**config.mk**
```make
export PLATFORM = sky130hd
export DESIGN_NAME = harmonic_sequencer
export DESIGN_NICKNAME = d
export VERILOG_FILES = /design/src/rtl/synth_pkg.sv /design/src/rtl/harmonic_mac.sv /design/src/rtl/harmonic_sequencer.sv
export SDC_FILE = /design/constraint.sdc
export NUM_CORES = 1
export LEC_CHECK = 0
export ABC_AREA = 1
export CAP_MARGIN = 30
export CORE_ASPECT_RATIO = 1.75
export CORE_MARGIN = 4
export CORE_UTILIZATION = 40
export CTS_CLUSTER_SIZE = 20
export DETAILED_ROUTE_END_ITERATION = 16
export GPL_ROUTABILITY_DRIVEN = 0
export GPL_TIMING_DRIVEN = 0
export PLACE_DENSITY = 0.69
export SLEW_MARGIN = 20
export SYNTH_ARGS = -nofsm -noshare
export SYNTH_HDL_FRONTEND = slang
export SYNTH_SLANG_ARGS = --single-unit
```
**constraint.sdc**
```tcl
create_clock -name clk -period 5.1 [get_ports clk]
set_input_delay 0.765 -clock clk [delete_from_list [all_inputs] [get_ports clk]]
set_output_delay 0.765 -clock clk [all_outputs]
set_load 0.02 [all_outputs]
```
**src/rtl/synth_pkg.sv**
```systemverilog
// Shared widths, FSM state encoding and coefficient record for the
// time-multiplexed additive-synthesis sequencer.
package synth_pkg;

  localparam int NUM_HARM_MAX = 15;
  localparam int ACC_W        = 24;
  localparam int ROM_AW       = 8;
  localparam int ROM_DW       = 16;
  localparam int MAG_W        = 4;
  localparam int IDX_W        = 4;
  localparam int PHASE_W      = 16;

  typedef enum logic [1:0] {
    IDLE  = 2'd0,
    RUN   = 2'd1,
    DRAIN = 2'd2
  } state_e;

  typedef struct packed {
    logic signed [MAG_W-1:0] sin_mag;
    logic signed [MAG_W-1:0] cos_mag;
  } coef_t;

  // (k+1)*p mod 256 is reached from k*p by one add, so no multiplier is needed.
  function automatic logic [ROM_AW-1:0] next_harm_addr(
    input logic [ROM_AW-1:0] addr,
    input logic [ROM_AW-1:0] phase
  );
    return addr + phase;
  endfunction

endpackage

```
**src/rtl/harmonic_mac.sv**
```systemverilog
// Multiply-accumulate for one harmonic term per cycle: sine and cosine
// products with signed 4-bit magnitudes, summed into a clearable accumulator.
module harmonic_mac
  import synth_pkg::*;
(
  input  logic                     clk,
  input  logic                     reset_n,
  input  logic                     clr,
  input  logic                     en,
  input  logic signed [ROM_DW-1:0] rom_sine,
  input  logic signed [ROM_DW-1:0] rom_cosine,
  input  logic signed [MAG_W-1:0]  sin_mag,
  input  logic signed [MAG_W-1:0]  cos_mag,
  output logic signed [ACC_W-1:0]  sum_next
);

  localparam int PW = ROM_DW + MAG_W;
  localparam int TW = PW + 1;

  logic signed [PW-1:0]    prod_sin_s;
  logic signed [PW-1:0]    prod_cos_s;
  logic signed [TW-1:0]    term_s;
  logic signed [ACC_W-1:0] term_ext_s;
  logic signed [ACC_W-1:0] acc_d;
  logic signed [ACC_W-1:0] acc_q;

  // Term formation and next accumulator value.
  always_comb begin
    prod_sin_s = PW'(rom_sine) * PW'(sin_mag);
    prod_cos_s = PW'(rom_cosine) * PW'(cos_mag);
    term_s     = TW'(prod_sin_s) + TW'(prod_cos_s);
    term_ext_s = ACC_W'(term_s);
    if (en) begin
      sum_next = acc_q + term_ext_s;
    end else begin
      sum_next = acc_q;
    end
    if (clr) begin
      acc_d = '0;
    end else begin
      acc_d = sum_next;
    end
  end

  // Accumulator register.
  always_ff @(posedge clk or negedge reset_n) begin
    if (!reset_n) begin
      acc_q <= '0;
    end else begin
      acc_q <= acc_d;
    end
  end

endmodule

```
**src/rtl/harmonic_sequencer.sv**
```systemverilog
// Additive-synthesis controller: one shared sine/cosine ROM walked over
// harmonics 1..N per sample tick, with double-buffered coefficients.
module harmonic_sequencer
  import synth_pkg::*;
(
  input  logic                      clk,
  input  logic                      reset_n,
  input  logic                      sample_tick,
  input  logic [PHASE_W-1:0]        freq_step,
  input  logic [IDX_W-1:0]          num_harm,
  input  logic                      coef_we,
  input  logic [IDX_W-1:0]          coef_addr,
  input  logic signed [MAG_W-1:0]   coef_sin,
  input  logic signed [MAG_W-1:0]   coef_cos,
  output logic [ROM_AW-1:0]         rom_addr,
  input  logic signed [ROM_DW-1:0]  rom_sine,
  input  logic signed [ROM_DW-1:0]  rom_cosine,
  output logic signed [ACC_W-1:0]   sample_out,
  output logic                      sample_valid,
  output logic                      busy,
  output logic                      overrun,
  input  logic                      overrun_clr
);

  state_e state_q, state_d;

  logic [IDX_W-1:0]   k_q, k_d;
  logic [IDX_W-1:0]   n_q, n_d;
  logic [PHASE_W-1:0] acc_q, acc_d;
  logic [ROM_AW-1:0]  phase_q, phase_d;
  logic [ROM_AW-1:0]  rom_addr_q, rom_addr_d;
  logic               mac_vld_q, mac_vld_d;
  logic [IDX_W-1:0]   mac_k_q, mac_k_d;

  logic signed [ACC_W-1:0] sample_out_q, sample_out_d;
  logic               sample_valid_q, sample_valid_d;
  logic               busy_q, busy_d;
  logic               overrun_q, overrun_d;

  // Entry 0 is never written, so it stays zero and is trimmed away.
  coef_t shadow_q [0:NUM_HARM_MAX];
  coef_t shadow_d [0:NUM_HARM_MAX];
  coef_t active_q [0:NUM_HARM_MAX];
  coef_t active_d [0:NUM_HARM_MAX];

  logic                    accept_s;
  logic                    mac_clr_s;
  logic signed [ACC_W-1:0] mac_sum_s;
  coef_t                   mac_coef_s;

  assign accept_s   = sample_tick && (state_q == IDLE);
  assign mac_coef_s = active_q[mac_k_q];

  // FSM state register.
  always_ff @(posedge clk or negedge reset_n) begin
    if (!reset_n) begin
      state_q <= IDLE;
    end else begin
      state_q <= state_d;
    end
  end

  // FSM next-state logic.
  always_comb begin
    state_d = state_q;
    case (state_q)
      IDLE: begin
        if (accept_s) begin
          if (num_harm == 4'd0) begin
            state_d = DRAIN;
          end else begin
            state_d = RUN;
          end
        end else begin
          state_d = IDLE;
        end
      end
      RUN: begin
        if (k_q == n_q) begin
          state_d = DRAIN;
        end else begin
          state_d = RUN;
        end
      end
      DRAIN:   state_d = IDLE;
      default: state_d = IDLE;
    endcase
  end

  // FSM outputs: sample capture, valid pulse, busy and sticky overrun.
  always_comb begin
    sample_out_d   = sample_out_q;
    sample_valid_d = 1'b0;
    busy_d         = (state_d != IDLE);
    overrun_d      = overrun_q;
    case (state_q)
      DRAIN: begin
        sample_out_d   = mac_sum_s;
        sample_valid_d = 1'b1;
      end
      IDLE, RUN: begin
        sample_out_d   = sample_out_q;
        sample_valid_d = 1'b0;
      end
      default: begin
        sample_out_d   = sample_out_q;
        sample_valid_d = 1'b0;
      end
    endcase
    if (sample_tick && (state_q != IDLE)) begin
      overrun_d = 1'b1;
    end else if (overrun_clr) begin
      overrun_d = 1'b0;
    end else begin
      overrun_d = overrun_q;
    end
  end

  // Phase accumulator, harmonic counter, ROM address and MAC sequencing.
  always_comb begin
    k_d        = k_q;
    n_d        = n_q;
    acc_d      = acc_q;
    phase_d    = phase_q;
    rom_addr_d = rom_addr_q;
    mac_vld_d  = 1'b0;
    mac_k_d    = mac_k_q;
    mac_clr_s  = 1'b0;
    if (accept_s) begin
      phase_d   = acc_q[PHASE_W-1:PHASE_W-ROM_AW];
      acc_d     = acc_q + freq_step;
      n_d       = num_harm;
      k_d       = 4'd1;
      mac_clr_s = 1'b1;
      if (num_harm != 4'd0) begin
        rom_addr_d = acc_q[PHASE_W-1:PHASE_W-ROM_AW];
      end else begin
        rom_addr_d = rom_addr_q;
      end
    end else if (state_q == RUN) begin
      mac_vld_d = 1'b1;
      mac_k_d   = k_q;
      if (k_q != n_q) begin
        k_d        = k_q + 4'd1;
        rom_addr_d = next_harm_addr(rom_addr_q, phase_q);
      end else begin
        k_d        = k_q;
        rom_addr_d = rom_addr_q;
      end
    end else begin
      mac_vld_d = 1'b0;
    end
  end

  // Coefficient banks: writes go to shadow, shadow snaps to active on accept.
  always_comb begin
    shadow_d = shadow_q;
    active_d = active_q;
    if (coef_we && (coef_addr != 4'd0)) begin
      shadow_d[coef_addr] = '{sin_mag: coef_sin, cos_mag: coef_cos};
    end else begin
      shadow_d = shadow_q;
    end
    if (accept_s) begin
      active_d = shadow_q;
    end else begin
      active_d = active_q;
    end
  end

  // Datapath and output registers.
  always_ff @(posedge clk or negedge reset_n) begin
    if (!reset_n) begin
      k_q            <= 4'd0;
      n_q            <= 4'd0;
      acc_q          <= 16'd0;
      phase_q        <= 8'd0;
      rom_addr_q     <= 8'd0;
      mac_vld_q      <= 1'b0;
      mac_k_q        <= 4'd0;
      sample_out_q   <= '0;
      sample_valid_q <= 1'b0;
      busy_q         <= 1'b0;
      overrun_q      <= 1'b0;
      for (int i = 0; i <= NUM_HARM_MAX; i++) begin
        shadow_q[i] <= '0;
        active_q[i] <= '0;
      end
    end else begin
      k_q            <= k_d;
      n_q            <= n_d;
      acc_q          <= acc_d;
      phase_q        <= phase_d;
      rom_addr_q     <= rom_addr_d;
      mac_vld_q      <= mac_vld_d;
      mac_k_q        <= mac_k_d;
      sample_out_q   <= sample_out_d;
      sample_valid_q <= sample_valid_d;
      busy_q         <= busy_d;
      overrun_q      <= overrun_d;
      shadow_q       <= shadow_d;
      active_q       <= active_d;
    end
  end

  harmonic_mac u_mac (
    .clk        (clk),
    .reset_n    (reset_n),
    .clr        (mac_clr_s),
    .en         (mac_vld_q),
    .rom_sine   (rom_sine),
    .rom_cosine (rom_cosine),
    .sin_mag    (mac_coef_s.sin_mag),
    .cos_mag    (mac_coef_s.cos_mag),
    .sum_next   (mac_sum_s)
  );

  assign rom_addr     = rom_addr_q;
  assign sample_out   = sample_out_q;
  assign sample_valid = sample_valid_q;
  assign busy         = busy_q;
  assign overrun      = overrun_q;

endmodule

```
==> results.toml, run 1 <==
[cells_and_area]
multi_input_area_mm2 = 0.0120
nets = 2988
regArea_mm2 = 0.00886
diodes = 0
final_util_pct = 48.9
fillers = 4807
drive_above_1_share_pct = 14.4
syn2layout_area_growth_pct = 21.6

[critical_path]
worstPathRequired_ns = 5.55
cp_top_family = "adder cells"
slowest_stage = "fa_1"
critPathArrivalTime_ns = 6.33
path_class = "reg2reg"
crit_chain = "buf_6, buf_12, buf_12, mux2i_2, o211ai_1, nand3_1, nand2_4, nand2_4, fa_1, inv_2, fa_1, fa_1, fa_1, inv_2, fa_1, inv_2, ha_4, nand3_2, nand3_4, nand4_1, nand4_1, nand3_2, nand3_2, nand2_1"
path_buf_inv = 6
slowest_delay_ns = 0.54
end_kind = "register"
crit_path_max_fanout = 7
crit_top_cell = "fa_1"
critPathLaunchType = "register"

[route]
wl_per_cell_um = 19.1
ant_nets = 0
drt_iter0_drc = 1185
drcViolationCount = 0
via_per_inst = 5.31
drt_wl_total_mm = 65.2
firstDrtPassIters = 7
via_count = 18072

[clock_network]
cts_made_buffers = 30
ctsHtreeMaxLevel = 1
cts_root_buffer = "clkbuf_16"
cts_tree = "done"
clockBufferDepth = 3
holdBufCountCts = 0
clock_sinks = 354
cts.clk_slew.worst_paths_ns = 0.07
clk_latency_ns = 0.59

[placed_design]
port_buffers = 103
hpwlAfterDp_mm = 49.2

[grt]
grt_max_degree = 102
grt_usage_pct = 22.3
grt_pass1_vias = 19073
antenna_found_initial = 0
overflow = 0
grt_first_pass_wirelength_mm = 102

[die]
initial_core_util_pct = 40.3
die_h_um = 314
dieArea_mm2 = 0.0575
num_rows = 112
core_mm2 = 0.0533
io_pins = 104
die_w_um = 183

[sta]
drv_slew = 0
rsz0062_at_grt = "true"
finClkSkew_ns = 0.0281
min_period_over_period_pct = 115
max_freq_mhz = 170
worst_pin_slew_ns = 1.01
setup_viol = 42
slew_headroom_pct = 32.5
hold_viol = 0
fin_tns_setup_ns = -27.41
setup_ws_ns = -0.787
min_period_ns = 5.89

[synthesis]
syn_avg_cell_area_um2 = 8.51
seq_area_frac_synth_pct = 41.3
synth.area.top_cells = "dfrtp_1 (41%), nand2_1 (13%), fa_1 (13%)"
synth_seq_cells = 354
synth.distinct_cells = 44
synth_top_area_share_pct = 41.3
synthCells = 2519
yosysMostFrequentCell = "nand2_1"
synthFlopType = "dfrtp_1"
synth_edf_count = 0
ys_warn_count = 0
synth_fp_nets = 2807
synth_top_area_cell = "dfrtp_1"
synthArstFlopShare_pct = 100
synthTopCellsByCount = "nand2_1 (751), dfrtp_1 (354), inv_1 (293), o21ai_0 (260)"
synthesis.area_mm2 = 0.0214

[hold_path]
hold_path.class = "in2async"

[flow_run]
max_cap_violations = 0

[status]
status = "complete, but fails checks"
violations = "setup timing"
-- registers in the layout, indices dropped and copies added (netlist names), 2 cells and up --
name and flops:
k_q 4, mac_k_q 4, n_q 4, acc_q 16, shadow_q 128, phase_q 8
u_mac.acc_q 24, sample_out 24, state_q 2, active_q 128, rom_addr 8
-- routing by layer --
| metal | wire length [um] | up-vias | track usage, % | share of wire, % |
|---|---|---|---|---|
| met5 | 0 | - | 0 | 0 |
| met4 | 4790 | 0 | 14.2 | 7.3 |
| met3 | 3070 | 228 | 2.22 | 4.7 |
| met2 | 35300 | 653 | 42.0 | 54 |
| met1 | 22100 | 8897 | 23.4 | 34 |
| li1 | - | 8294 | - | - |
-- timing repair --
item,CTS,global route
resized for setup,168,108
endpoints found under the hold margin,0,0
setup buffers,19,22
endpoints found under the setup margin,42,44
pin swaps,62,60
cloned,1,1
-- cell families (layout without fill, tap and decap cells) --
logic type / count (synthesis) / in the layout / synth area share (%)
and+or+nand+nor: 1070 / 1070 / 20.4
AOI/OAI and AO/OA: 408 / 408 / 10.4
buffers and inverters: 416 / 619 / 7.96
adders and majority gates: 219 / 219 / 17.6
muxes: 24 / 24 / 1.12
xor gates and xnor gates: 28 / 28 / 1.18
DFF: 354 / 354 / 41.3
-- final cells by class --
type / instances / share of cell area (%)
Multi-Input combinational cell: 1749 / 45.9
Tap cell: 684 / 3.28
Clock buffer: 45 / 3.45
Timing Repair Buffer: 149 / 5.74
Buffer: 110 / 2.57
Sequential cell: 354 / 34.0
Clock inverter: 9 / 0.514
Inverter: 306 / 4.53
-- cells in the final DEF (no fill, tap or decap), drive strengths merged, types with 5 or more instances in the layout --
master,count
nand3b,5
inv,304
buf,85
nor3,6
nand4,16
a21oi,78
clkdlybuf4s50,102
ha,82
xnor2,14
mux2i,24
nor2,171
clkbuf,117
fa,137
o211ai,33
nand2,767
o21ai,279
a21o,5
xor2,14
nand3,101
dfrtp,354
-- per-stage QoR --
stage / hold WS (ns) / std cells / setup slack [ns] / cell area (um^2)
floorplan: 0.429 / 2519 / 0.0000457 / 21500
global placement: 0.440 / 3306 / -11.66 / 23400
detailed placement: 0.448 / 3309 / -1.13 / 23500
CTS: 0.200 / 3383 / -0.706 / 25400
global route: 0.228 / 3406 / -0.946 / 26100
finish: 0.172 / 3406 / -0.787 / 26100
-- final timing paths --
| kind | from | end | slack [ns] | cells after the start |
|---|---|---|---|---|
| min in group clk | shadow_q[124] | shadow_q[124] | 0.46 | 1 |
| max reg2reg | mac_k_q[0] | sample_out[20] | -0.79 | 24 |
| min | reset_n | shadow_q[73] | 0.17 | 1 |
| min reg2reg | shadow_q[124] | shadow_q[124] | 0.46 | 1 |
| max in group asynchronous | reset_n | u_mac.acc_q[18] | 3.52 | 3 |
| max | mac_k_q[0] | sample_out[20] | -0.79 | 24 |
Power of run 1 is left out: the tool's default activity adds up to more than one toggle a clock period on the data nets, which glitch-free logic cannot reach.
==> run 2: changes to the inputs <==
--- a/config.mk
+++ b/config.mk
@@ -7,7 +7,7 @@
 export LEC_CHECK = 0
 export ABC_AREA = 1
 export CAP_MARGIN = 30
-export CORE_ASPECT_RATIO = 1.75
+export CORE_ASPECT_RATIO = 1.4
 export CORE_MARGIN = 4
 export CORE_UTILIZATION = 40
 export CTS_CLUSTER_SIZE = 20
==> results.toml, run 2 (synthesis gave the netlist of run 1 again) <==
[die]
dieArea_mm2 = 0.0574
io_pins = 104
core_mm2 = 0.0532
num_rows = 100
die_h_um = 282
initial_core_util_pct = 40.3
die_w_um = 204

[cells_and_area]
nets = 2988
biggestRegsByFlops = "active_q: 128 flops, shadow_q: 128 flops"
layout_common_cells = "nand2_1 (696), dfrtp_1 (354), inv_1 (285)"
fin_cells = 3437
final_util_pct = 49.5
diodes = 0
drive_above_1_share_pct = 15.4
final_common_cell = "nand2_1"
syn2layout_area_growth_pct = 22.7

[clock_network]
cts_root_buffer = "clkbuf_16"
cts_made_buffers = 34
clk_latency_ns = 0.56
cts_tree = "done"
clockBufferDepth = 3
holdBufCountCts = 0
clock_sinks = 354
cts.clk_slew.worst_paths_ns = 0.07
ctsHtreeMaxLevel = 2

[grt]
grt_usage_pct = 21.4
antenna_found_initial = 0
grt_pass1_vias = 18357
grt_max_degree = 104
overflow = 0
grt_first_pass_wirelength_mm = 98.1

[critical_path]
path_buf_inv = 8
path_class = "reg2reg"
crit_path_max_fanout = 7
slowest_delay_ns = 0.61
critPathArrivalTime_ns = 6.39
worstPathRequired_ns = 5.51
critPathLaunchType = "register"
slowest_stage = "fa_1"
cp_top_family = "adder cells"
crit_top_cell = "fa_1"
end_kind = "register"

[hold_path]
hold_path.class = "in2async"

[sta]
setup_viol = 42
max_freq_mhz = 167
min_period_over_period_pct = 117
fin_tns_setup_ns = -29.66
rsz0062_at_grt = "true"
worst_pin_slew_ns = 0.935
min_period_ns = 5.98
finClkSkew_ns = 0.0366
slew_headroom_pct = 37.6
drv_slew = 0
setup_ws_ns = -0.878
hold_viol = 0

[route]
via_per_inst = 5.25
ant_nets = 0
drcViolationCount = 0
wl_per_cell_um = 18.4
via_count = 18051
drt_wl_total_mm = 63.4
firstDrtPassIters = 5
drt_iter0_drc = 1640

[flow_run]
max_cap_violations = 0

[status]
violations = "setup timing"
status = "complete, but fails checks"

[placed_design]
hpwlAfterDp_mm = 46.8
dp_cells = 3339
port_buffers = 103
place_ws_ns = -1.15
## run 2: path summary, 6_finish.rpt
path                            cells past startpoint               to           from  slack (ns)
max in group asynchronous                           3  u_mac.acc_q[17]        reset_n        3.43
worst min register to register                      1    shadow_q[123]  shadow_q[123]        0.47
worst max-delay path                               27   sample_out[17]     mac_k_q[0]       -0.88
worst max register to register                     27   sample_out[17]     mac_k_q[0]       -0.88
min in group clk                                    1    shadow_q[123]  shadow_q[123]        0.47
worst min-delay path                                1     shadow_q[68]        reset_n        0.24
## run 2: per-layer routing
| layer | wire [um] | GRT usage, % |
|---|---|---|
| met1 | 23200 | 24.5 |
| met4 | 3440 | 10.7 |
| met2 | 33200 | 39.4 |
| met5 | 0 | 0 |
| met3 | 3520 | 2.78 |
## run 2: worst reg2reg max path, stage by stage, from the launching register on
cell and delay [ns]:
dfrtp_1 0.38, buf_6 0.15, buf_12 0.14, buf_12 0.14, mux2i_1 0.14, o211ai_1 0.32, o211ai_2 0.20, nand2_2 0.15
buf_4 0.13, inv_4 0.05, nor2_4 0.16, inv_6 0.08, fa_1 0.51, inv_1 0.06, fa_1 0.50, fa_1 0.61
fa_1 0.47, ha_4 0.24, ha_4 0.30, nand2_1 0.09, nor2_2 0.20, inv_1 0.09, nor2_2 0.15, nand4_1 0.14
nand4_1 0.18, nand3_4 0.12, nand3_2 0.11, nand2_1 0.07
## run 2: what timing repair did
item	CTS	global route
setup endpoints to repair	42	44
gates cloned	1	0
gates resized for setup	164	104
setup buffers	22	16
pin swaps	50	80
## run 2: final cells by class
cell class,count,area [um^2]
Multi-Input combinational cell,1749,12100
Clock buffer,40,923
Clock inverter,19,309
Sequential cell,354,8860
Tap cell,714,893
Buffer,110,623
Timing Repair Buffer,145,1470
Inverter,306,1170
Fill cell,4738,26900
## run 2: metrics by stage
stage	hold WS [ns]	instance area [um^2]
after floorplan	0.429	21500
after global placement	0.440	23400
after detailed placement	0.448	23500
after CTS	0.254	25700
after global routing	0.288	26300
final	0.243	26300
Power of run 2 is left out for the same reason.
